--- src/rtl/sequential_label_decoder_pkg.sv ---
`default_nettype none
// ============================================================================
//  Module      : sequential_label_decoder_pkg
//  Description : Shared BP-engine defaults and packed label-vector helpers.
//  Revision    : 1.0 - initial release
// ============================================================================
package sequential_label_decoder_pkg;

    localparam int c_LABELS        = 16;
    localparam int c_LOG2_LABELS   = 4;
    localparam int c_MESSAGE_WIDTH = 6;
    localparam int c_DATA_WIDTH    = 8;

    // LSB position of a label element inside a packed per-label vector.
    function automatic int unsigned label_lsb(input int unsigned index,
                                              input int unsigned width);
        return index * width;
    endfunction

endpackage
`default_nettype wire

--- src/rtl/sequential_label_decoder_if.sv ---
`default_nettype none
// ============================================================================
//  Module      : sequential_label_decoder_if
//  Description : Pixel message-bundle input and labelling result bus.
//  Revision    : 1.0 - initial release
// ============================================================================
interface sequential_label_decoder_if #(
    parameter int LABELS        = 16,
    parameter int LOG2_LABELS   = 4,
    parameter int MESSAGE_WIDTH = 6,
    parameter int DATA_WIDTH    = 8,
    parameter int BELIEF_WIDTH  = DATA_WIDTH + 2,
    parameter int PIXEL_WIDTH   = 20,
    parameter int ENERGY_WIDTH  = 32
);

    logic [LABELS*MESSAGE_WIDTH-1:0] horizontal_message_forward;
    logic [LABELS*MESSAGE_WIDTH-1:0] horizontal_message_backward;
    logic [LABELS*MESSAGE_WIDTH-1:0] vertical_message_forward;
    logic [LABELS*MESSAGE_WIDTH-1:0] vertical_message_backward;
    logic [LABELS*DATA_WIDTH-1:0]    data;
    logic                            push;
    logic [PIXEL_WIDTH-1:0]          frame_pixels;
    logic                            valid;
    logic [LOG2_LABELS-1:0]          label;
    logic [BELIEF_WIDTH-1:0]         min_belief;
    logic                            frame_done;
    logic [ENERGY_WIDTH-1:0]         frame_energy;

    modport master (
        output horizontal_message_forward, horizontal_message_backward,
        output vertical_message_forward, vertical_message_backward,
        output data, push, frame_pixels,
        input  valid, label, min_belief, frame_done, frame_energy
    );

    modport slave (
        input  horizontal_message_forward, horizontal_message_backward,
        input  vertical_message_forward, vertical_message_backward,
        input  data, push, frame_pixels,
        output valid, label, min_belief, frame_done, frame_energy
    );

endinterface
`default_nettype wire

--- src/rtl/sequential_label_decoder_argmin_tree.sv ---
`default_nettype none
// ============================================================================
//  Module      : argmin_tree
//  Description : Pipelined min-with-index tree, one register per level,
//                ties resolve to the lowest index.
//  Revision    : 1.0 - initial release
// ============================================================================
module argmin_tree
    import sequential_label_decoder_pkg::*;
#(
    parameter int N      = 16,
    parameter int LOG2_N = 4,
    parameter int WIDTH  = 10
) (
    input  wire                clk,
    input  wire                rst_n,
    input  wire [N*WIDTH-1:0]  i_values,
    output logic [WIDTH-1:0]   o_min_value,
    output logic [LOG2_N-1:0]  o_min_index
);

    // Heap layout: node k has children 2k+1 and 2k+2; leaves N-1..2N-2 are
    // the inputs, so a left child always holds the lower label index.
    logic [WIDTH-1:0]  r_val [0:N-2];
    logic [LOG2_N-1:0] r_idx [0:N-2];

    for (genvar k = 0; k < N - 1; k++) begin : g_node
        logic [WIDTH-1:0]  w_lv;
        logic [WIDTH-1:0]  w_rv;
        logic [LOG2_N-1:0] w_li;
        logic [LOG2_N-1:0] w_ri;

        if (2 * k + 1 >= N - 1) begin : g_leaf
            localparam int c_LEFT = 2 * k + 1 - (N - 1);
            assign w_lv = i_values[label_lsb(c_LEFT, WIDTH) +: WIDTH];
            assign w_rv = i_values[label_lsb(c_LEFT + 1, WIDTH) +: WIDTH];
            assign w_li = LOG2_N'(c_LEFT);
            assign w_ri = LOG2_N'(c_LEFT + 1);
        end else begin : g_inner
            assign w_lv = r_val[2 * k + 1];
            assign w_rv = r_val[2 * k + 2];
            assign w_li = r_idx[2 * k + 1];
            assign w_ri = r_idx[2 * k + 2];
        end

        always_ff @(posedge clk) begin
            if (!rst_n) begin
                r_val[k] <= '0;
                r_idx[k] <= '0;
            end else if (w_rv < w_lv) begin
                r_val[k] <= w_rv;
                r_idx[k] <= w_ri;
            end else begin
                r_val[k] <= w_lv;
                r_idx[k] <= w_li;
            end
        end
    end

    assign o_min_value = r_val[0];
    assign o_min_index = r_idx[0];

endmodule
`default_nettype wire

--- src/rtl/sequential_label_decoder.sv ---
`default_nettype none
// ============================================================================
//  Module      : sequential_label_decoder
//  Description : Per-pixel belief argmin labelling with frame energy totals.
//  Revision    : 1.0 - initial release
// ============================================================================
module sequential_label_decoder
    import sequential_label_decoder_pkg::*;
#(
    parameter int LABELS        = c_LABELS,
    parameter int LOG2_LABELS   = c_LOG2_LABELS,
    parameter int MESSAGE_WIDTH = c_MESSAGE_WIDTH,
    parameter int DATA_WIDTH    = c_DATA_WIDTH,
    parameter int BELIEF_WIDTH  = DATA_WIDTH + 2,
    parameter int PIXEL_WIDTH   = 20,
    parameter int ENERGY_WIDTH  = 32
) (
    input  wire                        clk,
    input  wire                        rst_n,
    sequential_label_decoder_if.slave  bus
);

    localparam int c_STAGES = 3 + LOG2_LABELS;
    localparam int c_ACC_W  = ENERGY_WIDTH + 1;
    localparam int c_MW     = MESSAGE_WIDTH;
    localparam int c_DW     = DATA_WIDTH;
    localparam int c_BW     = BELIEF_WIDTH;

    logic [c_STAGES-1:0]             r_vld;
    logic [LABELS*c_MW-1:0]          r_hf;
    logic [LABELS*c_MW-1:0]          r_hb;
    logic [LABELS*c_MW-1:0]          r_vf;
    logic [LABELS*c_MW-1:0]          r_vb;
    logic [LABELS*c_DW-1:0]          r_data;
    logic [LABELS*c_BW-1:0]          r_pair_a;
    logic [LABELS*c_BW-1:0]          r_pair_b;
    logic [LABELS*c_BW-1:0]          r_belief;
    logic [c_BW-1:0]                 w_tree_val;
    logic [LOG2_LABELS-1:0]          w_tree_idx;
    logic [PIXEL_WIDTH-1:0]          r_count;
    logic [ENERGY_WIDTH-1:0]         r_acc;
    logic [c_ACC_W-1:0]              w_acc_sum;
    logic [ENERGY_WIDTH-1:0]         w_acc_next;
    logic                            w_last;

    always_ff @(posedge clk) begin
        if (!rst_n) begin
            r_vld <= '0;
        end else begin
            r_vld <= {r_vld[c_STAGES-2:0], bus.push};
        end
    end

    // Datapath carries no reset: only r_vld qualifies it.
    always_ff @(posedge clk) begin
        r_hf   <= bus.horizontal_message_forward;
        r_hb   <= bus.horizontal_message_backward;
        r_vf   <= bus.vertical_message_forward;
        r_vb   <= bus.vertical_message_backward;
        r_data <= bus.data;
        for (int i = 0; i < LABELS; i++) begin
            r_pair_a[label_lsb(i, c_BW) +: c_BW] <=
                c_BW'(r_data[label_lsb(i, c_DW) +: c_DW]) +
                c_BW'(r_hf[label_lsb(i, c_MW) +: c_MW]) +
                c_BW'(r_vf[label_lsb(i, c_MW) +: c_MW]);
            r_pair_b[label_lsb(i, c_BW) +: c_BW] <=
                c_BW'(r_hb[label_lsb(i, c_MW) +: c_MW]) +
                c_BW'(r_vb[label_lsb(i, c_MW) +: c_MW]);
            r_belief[label_lsb(i, c_BW) +: c_BW] <=
                r_pair_a[label_lsb(i, c_BW) +: c_BW] +
                r_pair_b[label_lsb(i, c_BW) +: c_BW];
        end
    end

    argmin_tree #(
        .N      (LABELS),
        .LOG2_N (LOG2_LABELS),
        .WIDTH  (c_BW)
    ) u_argmin_tree (
        .clk         (clk),
        .rst_n       (rst_n),
        .i_values    (r_belief),
        .o_min_value (w_tree_val),
        .o_min_index (w_tree_idx)
    );

    // frame_pixels of zero collapses to one-pixel frames.
    assign w_last     = (bus.frame_pixels == '0) ||
                        (r_count == bus.frame_pixels - PIXEL_WIDTH'(1));
    assign w_acc_sum  = {1'b0, r_acc} + c_ACC_W'(w_tree_val);
    assign w_acc_next = w_acc_sum[ENERGY_WIDTH] ? '1 : w_acc_sum[ENERGY_WIDTH-1:0];

    always_ff @(posedge clk) begin
        if (!rst_n) begin
            bus.valid        <= 1'b0;
            bus.frame_done   <= 1'b0;
            bus.label        <= '0;
            bus.min_belief   <= '0;
            bus.frame_energy <= '0;
            r_count          <= '0;
            r_acc            <= '0;
        end else begin
            bus.valid      <= r_vld[c_STAGES-1];
            bus.frame_done <= 1'b0;
            if (r_vld[c_STAGES-1]) begin
                bus.label      <= w_tree_idx;
                bus.min_belief <= w_tree_val;
                if (w_last) begin
                    bus.frame_done   <= 1'b1;
                    bus.frame_energy <= w_acc_next;
                    r_acc            <= '0;
                    r_count          <= '0;
                end else begin
                    r_acc   <= w_acc_next;
                    r_count <= r_count + PIXEL_WIDTH'(1);
                end
            end
        end
    end

endmodule
`default_nettype wire

--- src/flat_wrapper.sv ---
// flat-port wrapper written by rule: the top's interface ports become plain ports
module sequential_label_decoder_flat import sequential_label_decoder_pkg::*;
#(
    parameter int LABELS        = c_LABELS,
    parameter int LOG2_LABELS   = c_LOG2_LABELS,
    parameter int MESSAGE_WIDTH = c_MESSAGE_WIDTH,
    parameter int DATA_WIDTH    = c_DATA_WIDTH,
    parameter int BELIEF_WIDTH  = DATA_WIDTH + 2,
    parameter int PIXEL_WIDTH   = 20,
    parameter int ENERGY_WIDTH  = 32
)
  (clk, rst_n, bus_horizontal_message_forward, bus_horizontal_message_backward, bus_vertical_message_forward, bus_vertical_message_backward, bus_data, bus_push, bus_frame_pixels, bus_valid, bus_label, bus_min_belief, bus_frame_done, bus_frame_energy);
  sequential_label_decoder_if #(.LABELS(LABELS), .LOG2_LABELS(LOG2_LABELS), .MESSAGE_WIDTH(MESSAGE_WIDTH), .DATA_WIDTH(DATA_WIDTH), .BELIEF_WIDTH(BELIEF_WIDTH), .PIXEL_WIDTH(PIXEL_WIDTH), .ENERGY_WIDTH(ENERGY_WIDTH)) bus_i ();
  input  wire clk;
  input  wire rst_n;
  input wire logic [$bits(bus_i.horizontal_message_forward)-1:0] bus_horizontal_message_forward;
  input wire logic [$bits(bus_i.horizontal_message_backward)-1:0] bus_horizontal_message_backward;
  input wire logic [$bits(bus_i.vertical_message_forward)-1:0] bus_vertical_message_forward;
  input wire logic [$bits(bus_i.vertical_message_backward)-1:0] bus_vertical_message_backward;
  input wire logic [$bits(bus_i.data)-1:0] bus_data;
  input wire logic [$bits(bus_i.push)-1:0] bus_push;
  input wire logic [$bits(bus_i.frame_pixels)-1:0] bus_frame_pixels;
  output wire logic [$bits(bus_i.valid)-1:0] bus_valid;
  output wire logic [$bits(bus_i.label)-1:0] bus_label;
  output wire logic [$bits(bus_i.min_belief)-1:0] bus_min_belief;
  output wire logic [$bits(bus_i.frame_done)-1:0] bus_frame_done;
  output wire logic [$bits(bus_i.frame_energy)-1:0] bus_frame_energy;
  assign bus_i.horizontal_message_forward = bus_horizontal_message_forward;
  assign bus_i.horizontal_message_backward = bus_horizontal_message_backward;
  assign bus_i.vertical_message_forward = bus_vertical_message_forward;
  assign bus_i.vertical_message_backward = bus_vertical_message_backward;
  assign bus_i.data = bus_data;
  assign bus_i.push = bus_push;
  assign bus_i.frame_pixels = bus_frame_pixels;
  assign bus_valid = bus_i.valid;
  assign bus_label = bus_i.label;
  assign bus_min_belief = bus_i.min_belief;
  assign bus_frame_done = bus_i.frame_done;
  assign bus_frame_energy = bus_i.frame_energy;
  sequential_label_decoder #(.LABELS(LABELS), .LOG2_LABELS(LOG2_LABELS), .MESSAGE_WIDTH(MESSAGE_WIDTH), .DATA_WIDTH(DATA_WIDTH), .BELIEF_WIDTH(BELIEF_WIDTH), .PIXEL_WIDTH(PIXEL_WIDTH), .ENERGY_WIDTH(ENERGY_WIDTH)) u_core (.clk(clk), .rst_n(rst_n), .bus(bus_i));
endmodule
--- config.mk ---
export PLATFORM = sky130hd
export DESIGN_NAME = sequential_label_decoder_flat
export DESIGN_NICKNAME = d
export VERILOG_FILES = /design/src/rtl/sequential_label_decoder_pkg.sv /design/src/rtl/sequential_label_decoder_if.sv /design/src/rtl/sequential_label_decoder_argmin_tree.sv /design/src/rtl/sequential_label_decoder.sv /design/src/flat_wrapper.sv
export SDC_FILE = /design/constraint.sdc
export NUM_CORES = 2
export LEC_CHECK = 0
export ABC_AREA = 1
export CAP_MARGIN = 20
export CORE_MARGIN = 10
export CORE_UTILIZATION = 61
export CTS_CLUSTER_DIAMETER = 100
export DETAILED_ROUTE_END_ITERATION = 6
export PLACE_DENSITY = 0.9
export SETUP_SLACK_MARGIN = 0.4
export SLEW_MARGIN = 30
export SYNTH_ARGS = -nofsm -noshare
export SYNTH_HDL_FRONTEND = slang
export SYNTH_HIERARCHICAL = 1
export SYNTH_SLANG_ARGS = --single-unit
--- constraint.sdc ---
create_clock -name clk -period 4.7 [get_ports clk]
set_input_delay 0.705 -clock clk [delete_from_list [all_inputs] [get_ports clk]]
set_output_delay 0.705 -clock clk [all_outputs]
set_load 0.01 [all_outputs]
Word-level counts from Yosys, hierarchy flattened --
Memories as Yosys holds them, arrays and structs flattened. A register that Yosys moved wholly into a read port is not among the register bits. Index checks and enable logic that the tools add are counted.
Operators by class: add/sub/neg operators 67, $lt $le $gt $ge 15, equality and inequality tests 1, multiplexer cells 155, bitwise logic cells 60, reduce and logical (&&, ||, !) cells 5
Operators by type and width (count):
- 10-bit 2-to-1 mux | 30
- 10-bit adder | 16
- 10-bit by 6-bit adder with 10-bit output | 16
- 10-bit less-than comparator | 15
- 8-bit by 6-bit adder with 9-bit output | 16
- 4-bit 2-to-1 mux | 30
- 6-bit by 6-bit adder with 7-bit output | 16
- 1-bit 2-to-1 mux | 92
- 32-bit 2-to-1 mux | 2
- 1-bit OR | 60
- 32-bit by 10-bit adder with 33-bit output | 1
- 20-bit by 1-bit adder with 20-bit output, second input constant | 1
- 20-bit equality test | 1
- 20-bit logical NOT | 1
- 20-bit 2-to-1 mux | 1
- 20-bit by 1-bit subtractor with 20-bit output, second input constant | 1
- 2-bit AND reduction | 2
- 1-bit logical NOT | 1
- 1-bit logical OR | 1
Storage, ports and cells: bits in registers 1095, RAM bits 210, bits of input ports 535, output and inout port bits 48, logic and storage cells 320, memories 2
Memories:
- u_core.u_argmin_tree.r_val | depth 15, width 10, rd ports 15, clocked after memory_dff 0, write ports 15, line sequential_label_decoder_argmin_tree.sv:24 | logic [WIDTH-1:0] r_val [0:N-2];
- u_core.u_argmin_tree.r_idx | depth 15, width 4, rd ports 15, clocked after memory_dff 1, write ports 15, line sequential_label_decoder_argmin_tree.sv:25 | logic [LOG2_N-1:0] r_idx [0:N-2];

Depth between registers and ports, before layout --
An unclocked memory read counts as a cell.
word-level depth 7, gate-level depth with buffers 18, depth with buffers taken out 17

Cells and area by module --
Netlist, hierarchy kept.
Modules (own cells, without submodules):
- sequential_label_decoder | times used 1, cells an instance 3683, area an instance 38747.2 um^2, sequential area each 20719.9 um^2
- argmin_tree | times used 1, cells an instance 1504, area an instance 13123.8 um^2, sequential area each 5605.4 um^2

Worst setup path before layout --
Ideal clock, no wire load.
path kind input port to flip-flop, start input port bus_frame_pixels[0], end register u_core.bus.frame_energy[26], arrival 2.349 ns, slack 2.236 ns, stages 16, buffers on the path 1, path through inv_1 -> ha_1 -> nand2_4 -> nor2_8 -> nand3_1 -> nand2_1 -> nand2_1 -> nor2_1 -> nand2_1 -> nor2_2 -> nand2_4 -> nand2_8 -> buf_2 -> nand3b_1 -> nand2_1 -> nor2_1
On the way: word-level cells in the longest chain between the ends 4
Ends and longest elaborated chain:
- start: declaration | line flat_wrapper.sv:22 | input wire logic [$bits(bus_i.frame_pixels)-1:0] bus_frame_pixels;
- 20-bit by 1-bit subtractor with 20-bit output | line sequential_label_decoder.sv:89 | (r_count == bus.frame_pixels - PIXEL_WIDTH'(1));
- 20-bit equality test | line sequential_label_decoder.sv:89
- 1-bit logical OR (*) | line sequential_label_decoder.sv:88 | assign w_last = (bus.frame_pixels == '0) ||
- 2-bit AND reduction (no line) (*)
- end signal: assignment | line sequential_label_decoder.sv:110 | bus.frame_energy <= w_acc_next;
- end: declaration | line sequential_label_decoder_if.sv:41 | output valid, label, min_belief, frame_done, frame_energy
Every way passes the cells marked *; elsewhere a longest branch is shown, timed or not. A chain may end at the register's enable or synchronous reset.

Worst setup path in the final report --
start input port bus_frame_pixels[0], end register u_core.r_count[17]
On the way: word-level cells in the longest chain between the ends 4
Ends and longest elaborated chain:
- 20-bit by 1-bit subtractor with 20-bit output | line sequential_label_decoder.sv:89
- 20-bit equality test | line sequential_label_decoder.sv:89
- 1-bit logical OR (*) | line sequential_label_decoder.sv:88
- 20-bit 2-to-1 mux (*) | line sequential_label_decoder.sv:108 | if (w_last) begin
- end signal: assignment | line sequential_label_decoder.sv:115 | r_count <= r_count + PIXEL_WIDTH'(1);
- end: declaration | line sequential_label_decoder.sv:40 | logic [PIXEL_WIDTH-1:0] r_count;
Marks and branches as above.

==> key figures <==
Clocking
  • Clock H-tree levels: 3
  • TritonCTS Buffers: 118
  • CTS hold repair buffers: 0
  • Clock latency on the worst-skew pair: 0.71 ns
  • CTS Root Cell: clkbuf_16
  • Clock buffer depth: 3
  • Post_cts resized: 0
  • CTS tree: done
  • CTS clock-pin slew for the worst setup and hold paths: 0.06 ns
  • TritonCTS Sinks: 1222
  • Postcts setup bufs: 0

Global route
  • Gr ovfl total: 0
  • Pin count of the biggest net entering global routing: 145
  • Global-route wire length before repair: 216.5 mm
  • Total track usage: 0.2766
  • Vias in the first global route: 40800
  • Initial antenna violation count: 13

Cells and area
  • Synthesis-to-finish area growth: 22.08%
  • Leading cell type in the layout, fill and taps excluded: dfxtp_1
  • Post-route cell area: 63330 um2
  • Most frequent cells in the layout: dfxtp_1, nand2_1, inv_1
  • Fillers: 5032
  • FF+latch area: 26330 um2
  • Area of the multi-input gates: 22710 um2
  • Share of layout cells above drive strength 1: 0.05317
  • Layout Nets: 7087

Worst setup path
  • Critical path arrival: 3.65 ns
  • Req. time, crit path: 5.27 ns
  • CP Class: input port to register
  • CP max stage delay: 0.46 ns
  • Crit path buffers/inverters: 2
  • Top cell by count, worst path: nand2_4
  • Reg2reg path depth: 10
  • CP max FO: 55
  • Setup crit start kind: input port
  • CP Cell Sequence: clkdlybuf4s50_1 -> inv_1 -> ha_1 -> nand2_4 -> nor2_8 -> nand2_1 -> nand2_1 -> nand3_1 -> nor2_1 -> nand2_1 -> nor2_2 -> nand2_4 -> nand2_8 -> nand2_4 -> nand2_4 -> nor2_1
  • Reg-to-reg slack, setup: 1.80 ns
  • Family with the most delay on the worst path: simple AND/OR/NAND/NOR gates
  • R2R Path Start: u_core/r_hf[66]
  • FF-to-FF End: u_core/r_pair_a[117]
  • Slowest stage cell, crit path: clkdlybuf4s50_1
  • CP endpoint kind: register

Timing
  • Final Slew Violations: 0
  • Max Freq: 0.3246 GHz
  • Number of setup violations in the final report: 0
  • Final Skew: 0.02409 ns
  • Slew @ Worst Pin: 0.9677 ns
  • RSZ-0062 raised after global routing: no
  • WHS: 0.4089 ns
  • Final Hold Vio Count: 0
  • Tcrit/Tclk final: 0.6555
  • Total Negative Setup Slacks: 0 ns
  • Slew margin rel.: 0.3548
  • Minimum clock period: 3.081 ns

Pwr
  • Peak VDD IR: 0.0003983 V
  • Pwr dens: 536.7 nW/um2
  • Leak: 0.02955 uW

Worst hold path
  • Hold endpoint: u_core/r_vld[6]
  • Cells on Worst Hold Path: 2
  • Hold path startpoint: u_core/r_vld[5]
  • Tightest Hold Check Type: register to register

Floorplanning
  • # rows: 106
  • Initial core utilization: 0.6179
  • Chip height: 311.6 um
  • Core Area: 83950 um2
  • Die area: 97100 um2
  • Die Wd: 311.6 um
  • I/O Pins: 583

Detailed routing
  • 1st-iter DRT viols: 3150
  • Via count: 38570
  • Residual DRC count: 0
  • DRT Pass-1 Iters: 6
  • Vias/cell: 5.355
  • WL/cell: 19.25 um
  • Antenna Nets Post-Route: 0
  • Wirelength, routed: 138.7 mm

Synthesis
  • Number of flops mapped to enable cells by yosys: 186
  • Seq cells post-synth: 1222
  • Mean area per synthesized cell: 10.00 um2
  • Synth unique cells: 49
  • Fraction of registers with async set/reset: 0
  • Post-Synthesis Cells: 5187
  • Mapped cell area: 51870 um2
  • Register area share after synthesis: 0.5075
  • Yosys warnings: 6
  • Main flop type after synthesis: dfxtp_1

Place
  • Dpl hpwl: 94.43 mm
  • PortBufs: 582
  • Post-DP Area: 59140 um2
  • Routability cong.: 0.9027

Flow run
  • Max Cap Viol: 0

Run status
  • Status: finished clean
## report_power, final
group	internal (uW)	switching, uW
registers	12900	1290
clock network	5780	4170
logic	3850	6030
## state kept, by name, summed over array words and instances, names as in the netlist, 20 cells and up
register / flops
u_core/r_hf: 96
u_core/r_hb: 96
u_core/r_belief: 160
u_core/bus.frame_energy: 32
u_core/r_pair_a: 144
u_core/u_argmin_tree/r_idx: 37
u_core/r_pair_b: 112
u_core/r_vb: 96
u_core/r_count: 20
u_core/u_argmin_tree/r_val: 150
u_core/r_acc: 32
u_core/r_data: 128
u_core/r_vf: 96
## through the flow
stage	std cells	util	total power [uW]	worst slack, ns
after detailed placement	6969	0.7044	23490	0.9076
final	7203	0.7543	33990	1.619
after CTS	7190	0.7539	33930	1.619
after global routing	7201	0.7542	35790	1.343
after global placement	6969	0.7044	22880	0.9457
after floorplan	5372	-	20830	2.236
## worst max path at each step
| stage | startpoint | to | slack (ns) | cells after the start |
|---|---|---|---|---|
| 2_1_floorplan | bus_frame_pixels[0] | u_core/bus.frame_energy[26] | 2.24 | 16 |
| 3_3_place_gp | bus_frame_pixels[0] | u_core/r_count[19] | 0.95 | 16 |
| 3_5_place_dp | bus_frame_pixels[0] | u_core/r_count[17] | 0.91 | 16 |
| 4_1_cts | bus_frame_pixels[0] | u_core/r_count[17] | 1.62 | 16 |
| 5_1_grt | bus_frame_pixels[0] | u_core/r_count[12] | 1.34 | 16 |
| 6_report | bus_frame_pixels[0] | u_core/r_count[17] | 1.62 | 16 |
## cell type report
class                      instances  share of cell area
sequential                      1222              0.4158
multi-input combinational       3281              0.3586
timing repair buffer             588             0.09304
clock buffer                     164             0.05520
inverter                         744             0.04410
tap                             1134             0.02241
clock inverter                    57             0.01037
antenna                           13           0.0005137
## worst register-to-register path: stages (launching register included)
cell	delay (ns)
dfxtp_1	0.36
inv_1	0.09
fa_1	0.48
inv_1	0.12
ha_1	0.20
inv_1	0.09
fa_1	0.49
o21ai_0	0.36
a21oi_1	0.12
o21ai_0	0.31
xor2_1	0.20
## layer usage
| layer | share of wire | routed length [um] | up-vias | global-route usage |
|---|---|---|---|---|
| met5 | 0 | 0 | - | 0 |
| met4 | 0.053 | 7415 | 0 | 0.1429 |
| met2 | 0.52 | 72730 | 1619 | 0.5187 |
| met3 | 0.060 | 8305 | 475 | 0.04829 |
| met1 | 0.36 | 50210 | 18170 | 0.2926 |
| li1 | - | - | 18310 | - |
## Yosys cell counts, types with 13 or more instances
cell,number,area [um2]
nand4_1,207,1295
a21oi_2,13,113.9
a21oi_1,274,1371
a21boi_0,16,120.1
nand3_1,255,1276
buf_2,41,205.2
fa_1,145,2903
and3_1,15,93.84
xnor2_1,74,648.1
buf_4,35,262.8
ha_1,452,5655
o21bai_1,47,352.8
clkbuf_1,30,112.6
inv_1,738,2770
nand2_1,839,3149
nor2_2,13,81.33
nor2_1,219,822.0
edfxtp_1,186,5585
dfxtp_1,1036,20740
nand3b_1,38,285.3
o21ai_0,121,605.6
a211oi_1,25,187.7
nor3_1,17,85.08
nand3_2,40,400.4
xor2_1,219,1918
nand2_2,14,87.58
## kinds of logic (layout without fill, tap and decap cells)
logic type | count (synthesis) | count (layout) | synth area share
XOR/XNOR | 293 | 293 | 0.04947
flip-flops | 1222 | 1222 | 0.5075
other | 1 | 199 | 0.00007229
adder cells (fa/ha/maj) | 597 | 597 | 0.1650
buffers and inverters | 869 | 1553 | 0.06809
AND/OR/NAND/NOR | 1694 | 1694 | 0.1544
AO/OA/AOI/OAI | 511 | 511 | 0.05548
No activity file was read; power rests on OpenSTA's default activity.
